<file path="src/rtl/qei_input_filter.sv">
// -----------------------------------------------------------------------------
// qei_input_filter
//
// Conditions the three raw quadrature-encoder pins (A, B, index Z) before they
// reach the decoder. Each channel gets its own synchronizer chain. After that,
// a debounce filter passes a new level only once the synced sample has held it
// for FILT_LEN consecutive cycles. If A and B both change on the same edge,
// that step is illegal for a quadrature encoder, so it is flagged as an error
// and counted.
//
// Parameters
//   SYNC_STAGES  synchronizer depth per channel (2..4)
//   FILT_LEN     consecutive synced samples needed to accept a level (2..16)
//
// Ports
//   clk          single clock, all state updates on the rising edge
//   rst          synchronous, active-high reset
//   a_in/b_in/z_in  raw asynchronous encoder pins
//   err_clr      synchronous clear of err_cnt (wins over a same-cycle count)
//   a/b/z        filtered channels, driven straight from flops
//   err          one-cycle pulse, the cycle after a and b changed together
//   err_cnt      saturating count of err pulses
//
// Latency of a clean level change: SYNC_STAGES + FILT_LEN rising edges,
// counted from the first edge that samples the new level.
// -----------------------------------------------------------------------------
module qei_input_filter #(
  parameter int SYNC_STAGES = 2,
  parameter int FILT_LEN    = 4
) (
  input  logic       clk,
  input  logic       rst,
  input  logic       a_in,
  input  logic       b_in,
  input  logic       z_in,
  input  logic       err_clr,
  output logic       a,
  output logic       b,
  output logic       z,
  output logic       err,
  output logic [7:0] err_cnt
);

  localparam int NCH = 3;
  localparam int CW  = $clog2(FILT_LEN);
  localparam logic [CW-1:0] CNT_LAST = CW'(FILT_LEN - 1);

  // Channel index order: 0 = A, 1 = B, 2 = Z.
  logic [NCH-1:0]         raw;
  logic [SYNC_STAGES-1:0] sync_q [NCH];
  logic [CW-1:0]          cnt_q  [NCH];
  logic [NCH-1:0]         filt_q;
  logic [1:0]             ab_d;   // filtered A/B one cycle ago
  logic                   ab_both;

  assign raw = {z_in, b_in, a_in};

  // Both A and B outputs differ from their previous-cycle values. This means
  // they were reloaded on the same edge.
  assign ab_both = (filt_q[0] != ab_d[0]) && (filt_q[1] != ab_d[1]);

  always_ff @(posedge clk) begin
    if (rst) begin
      for (int i = 0; i < NCH; i++) begin
        sync_q[i] <= '0;
        cnt_q[i]  <= '0;
      end
      filt_q  <= '0;
      ab_d    <= '0;
      err     <= 1'b0;
      err_cnt <= '0;
    end else begin
      // NOTE: non-blocking assignments here so every stage reads the value
      // from before this edge. That is what makes the chain a real shift
      // register, and what keeps the filter working on the registered sample.
      for (int i = 0; i < NCH; i++) begin
        if (SYNC_STAGES > 1) begin
          sync_q[i] <= {sync_q[i][SYNC_STAGES-2:0], raw[i]};
        end else begin
          sync_q[i] <= raw[i];
        end

        // Any sample that matches the output clears the count. A level that
        // reverts mid-qualification therefore starts again from zero.
        if (sync_q[i][SYNC_STAGES-1] == filt_q[i]) begin
          cnt_q[i] <= '0;
        end else if (cnt_q[i] == CNT_LAST) begin
          filt_q[i] <= sync_q[i][SYNC_STAGES-1];
          cnt_q[i]  <= '0;
        end else begin
          cnt_q[i] <= cnt_q[i] + CW'(1);
        end
      end

      ab_d <= filt_q[1:0];
      err  <= ab_both;

      if (err_clr) begin
        err_cnt <= '0;
      end else if (ab_both && (err_cnt != 8'hFF)) begin
        err_cnt <= err_cnt + 8'd1;
      end
    end
  end

  assign a = filt_q[0];
  assign b = filt_q[1];
  assign z = filt_q[2];

endmodule

</file>
<file path="config.mk">
export PLATFORM = sky130hd
export DESIGN_NAME = qei_input_filter
export DESIGN_NICKNAME = d
export VERILOG_FILES = /design/src/rtl/qei_input_filter.sv
export SDC_FILE = /design/constraint.sdc
export NUM_CORES = 1
export LEC_CHECK = 0
export ABC_AREA = 1
export CORE_UTILIZATION = 55
export DETAILED_ROUTE_END_ITERATION = 12
export DONT_BUFFER_PORTS = 1
export GPL_ROUTABILITY_DRIVEN = 0
export PLACE_DENSITY_LB_ADDON = 0.05
export SYNTH_ARGS = -nofsm -noshare
export SYNTH_HDL_FRONTEND = slang
export SYNTH_SLANG_ARGS = --single-unit
</file>
<file path="constraint.sdc">
create_clock -name clk -period 3.5 [get_ports clk]
set_input_delay 0.525 -clock clk [delete_from_list [all_inputs] [get_ports clk]]
set_output_delay 0.525 -clock clk [all_outputs]
set_load 0.1 [all_outputs]
</file>
# Word-level counts from Yosys, hierarchy flattened
# Memory sizes are Yosys's and may differ from the RTL's.
# Cells that the tools add are included.
[word_totals] memories=2 mem_bits_rw=12 reg_bits=14 inputBits=6
[classes] n_eq_ne=9 muxes=48 bitwise=15 reduce_logical=6 addsub=4
[memory_table] name="cnt_q" depth=3 word_bits=2 read_ports=3 rd_clocked_by_memory_dff=0 wr=3 line="51" rtl="logic [CW-1:0] cnt_q [NCH];"
[memory_table] name="sync_q" depth=3 word_bits=2 read_ports=3 rd_clocked_by_memory_dff=0 wr=3 line="50" rtl="logic [SYNC_STAGES-1:0] sync_q [NCH];"
[ops] operator="1-bit 2-to-1 mux" n=36
[ops] operator="2-bit 2-to-1 mux" n=12
[ops] operator="1-bit OR" n=12
[ops] operator="8-bit by 1-bit adder with 8-bit output (second input constant)" n=1
[ops] operator="8-bit != test (second input constant)" n=1
[ops] operator="2-bit by 1-bit adder with 2-bit output (second input constant)" n=3
[ops] operator="2-bit == test (second input constant)" n=3
[ops] operator="2-bit AND reduction" n=3
[ops] operator="1-bit == test" n=3
[ops] operator="1-bit NOT" n=3
[ops] operator="1-bit logical AND" n=2
[ops] operator="1-bit != test" n=2
[ops] operator="2-bit OR reduction" n=1

# Logic depth before layout (Yosys ltp)
[logic_depth] depth_word=7 depth_mapped=8 ltp_nobuf=7

# Worst setup path before layout
# No wires, ideal clock.
[synth_path] kind="flip-flop to flip-flop" startpoint="reg err_cnt[1]" endpoint="reg err_cnt[5]" path_stages_with_launch=8 t_arrival_ps=1964 t_required_ps=3430 synth_period_minus_slack_ps=2034 slack_ps=1466 cell_sequence="dfxtp_1 ha_1 nand2_2 nor2_2 nand3_2 nand2_4 nand2_1 a21oi_1"
[synth_between] elab_chain_len=2
[synth_rtl] element="start, declared" line="41" rtl="output logic [7:0] err_cnt"
[synth_rtl] element="start signal, assigned" line="101" rtl="err_cnt <= err_cnt + 8'd1;"
[synth_rtl] element="branches (longest 2 deep; another with 8-bit by 1-bit adder with 8-bit output)"
# Several ways; the timed one is not identified.
# A chain may end at the register's enable or synchronous reset.

# Worst setup path after layout
[layout_path] startpoint="reg filt_q[2], read port of sync_q" endpoint="out z"
[layout_rtl] element="start, declared" line="52" rtl="logic [NCH-1:0] filt_q;"
[layout_rtl] element="end, declared" line="39" rtl="output logic z,"
# No word-level cell between the ends.

==> impl_metrics.csv <==
group,metric,value,unit
route,dr.pass1.iters,4,
floorplan,num_io_pins,18,
global_routing,grtUsageTotal,0.178,
worst_hold_path,hp-class,"input pin to register",
logic_synthesis,yosysMostFrequentCell,"nand2_1",
sta,fmax,0.535,GHz
job,drv_cap,0,
layout,drive_gt1_frac,0.123,
clock_tree,htreeDepth,1,
pwr,leakagePower,0.608,nW
sta,fin_worst_skew,0.00735,ns
placed_design,dpl_cell_area,1330,um^2
route,drtIter0Drc,29,
sta,rsz0062_at_grt,"false",
sta,min_period,1.87,ns
floorplan,chipWidth,48.9,um
sta,min_period_over_period,0.534,
route,drc,0,
logic_synthesis,yosys-top-cells-area,"dfxtp_1, edfxtp_1, nand2_1",
clock_tree,cts_inserted_buffers,3,
clock_tree,cts_buffer_depth,2,
clock_tree,numClockSinks,26,
placed_design,hpwl,1.47,mm
floorplan,fp-row-count,16,
layout,finalNetCount,190,
floorplan,fp.dieArea,2390,um^2
logic_synthesis,avgSynthCellArea,7.48,um^2
clock_tree,cts_tree,"done",
logic_synthesis,async_flop_share,0,
critical_path,end_kind,"primary output",
logic_synthesis,synth_edf_count,6,
logic_synthesis,synth-seq-cells,26,
logic_synthesis,synth_top_area_frac,0.331,
logic_synthesis,yosysSeqAreaShare,0.479,
global_routing,grt_pass1_wl,3.31,mm
sta,holdWs,0.249,ns
critical_path,crit_path_start_kind,"register",
clock_tree,postCtsHoldBufs,0,
floorplan,die_y,48.9,um
floorplan,coreArea,2020,um^2
clock_tree,clkTransAtPathRegs,0.15,ns
clock_tree,clk_latency,0.32,ns
sta,fin_tns_setup,0,ns
route,wl_per_cell,9.64,um
pwr,finalPower,0.566,mW
global_routing,grt_pass1_vias,787,
clock_tree,cts_resized,0,
pwr,vdd_drop_max,0.305,mV
sta,slew_headroom,0.314,
layout,syn2layout_area_growth,13.8,%
global_routing,antenna_found_initial,0,
critical_path,critical_path_class,"register to primary output",
route,vias,982,
pwr,p_per_area,411,nW/um^2
sta,drv_slew,0,
outcome,status,"finished, final reports clean",
route,antenna_left,0,
logic_synthesis,ys_top_cells_by_count,"nand2_1, nor2_1, inv_1",
critical_path,critPathMaxFanout,4,
clock_tree,postCtsSetupBuffers,0,
logic_synthesis,synthesis.yosys.warnings,0,
critical_path,cp_data_required_time,2.97,ns
route,routed_via_density,4.77,
logic_synthesis,netlist_instances,162,
floorplan,initial_core_util,0.599,
logic_synthesis,synthFlopType,"dfxtp_1",
logic_synthesis,yosys.area.top_type,"dfxtp_1",
critical_path,crit_arrival,1.34,ns
layout,n_antenna_cell,0,
logic_synthesis,syn_area,1210,um^2
logic_synthesis,synth.distinct_cells,21,
route,routed_wl,1.99,mm
placed_design,io_buffers,0,
clock_tree,cts_root_buf,"clkbuf_4",
layout,post-route-cell-area,1380,um^2
sta,setup_viol_count_final,0,
global_routing,grt_max_degree,16,
sta,final_hold_viol_count,0,
sta,worst_pin_slew,1.03,ns
global_routing,gr-total-overflow,0,
[worst register-to-register path, delay by kind of cell, from the launching register on]
family | cells | cell delay, ns
and+or+nand+nor | 5 | 0.51
DFF | 1 | 0.34
buffers and inverters | 1 | 0.31
adders and majority gates | 1 | 0.31
AOI/OAI and AO/OA | 1 | 0.15
[path summary, 6_finish.rpt]
| kind | end | cells past startpoint | start | slack [ns] |
|---|---|---|---|---|
| setup / recovery | z | 0 | filt_q[2] | 1.63 |
| hold / removal | ab_d[0] | 1 | rst | 0.25 |
| setup reg to reg | err_cnt[6] | 8 | err_cnt[1] | 1.83 |
| hold reg to reg | sync_q[0][1] | 2 | sync_q[0][0] | 0.41 |
[report_power, final]
group	total (mW)	leakage [nW]	internal, mW	switching [mW]
Sequential	0.326	0.225	0.316	0.00932
Clock	0.206	0.0279	0.116	0.0903
Combinational	0.0345	0.355	0.00983	0.0246
[cell families (layout without fill, tap and decap cells)]
group,Yosys count,count (layout),synth area share
AO/OA/AOI/OAI,19,19,0.0826
XOR/XNOR,2,2,0.0145
adder cells (fa/ha/maj),4,4,0.0413
buffers and inverters,28,40,0.0909
flip-flops,26,26,0.479
other,1,6,0.00310
AND/OR/NAND/NOR,82,82,0.288
[cells in the final DEF, fill, tap and decap left out, drive strengths merged]
master  instances
a21oi          10
buf            10
bufinv          1
clkbuf          3
conb            6
dfxtp          20
edfxtp          6
ha              4
inv            26
nand2          41
nand3           9
nand4           2
nor2           30
o211ai          2
o21ai           7
xor2            2
[flip-flops by register name, summed over array words and instances, names as in the netlist]
name and count:
ab_d 2, cnt_q 6, err 1, err_cnt 8, filt_q 3, sync_q 6
[metrics by stage]
stage	worst slack (ns)	utilization	instances
2_1_floorplan	1.47	-	167
3_3_place_gp	1.91	0.656	202
3_5_place_dp	1.87	0.656	202
4_1_cts	1.62	0.682	206
5_1_grt	1.59	0.682	206
6_report	1.63	0.682	206
[metal layers]
metal	routed length [um]	part of all wire	GRT usage
met1	1060	0.54	0.254
met5	0	0	0
met2	841	0.42	0.275
met3	65	0.033	0.0280
met4	14	0.0071	0.0588
[area by class of cell]
type / instances / area (um^2)
Clock buffer: 3 / 22.5
Clock inverter: 1 / 30.0
Fill cell: 174 / 643
Inverter: 26 / 97.6
Multi-Input combinational cell: 113 / 539
Sequential cell: 26 / 581
Tap cell: 27 / 33.8
Timing Repair Buffer: 10 / 75.1
No activity file was read; power rests on OpenSTA's default activity.
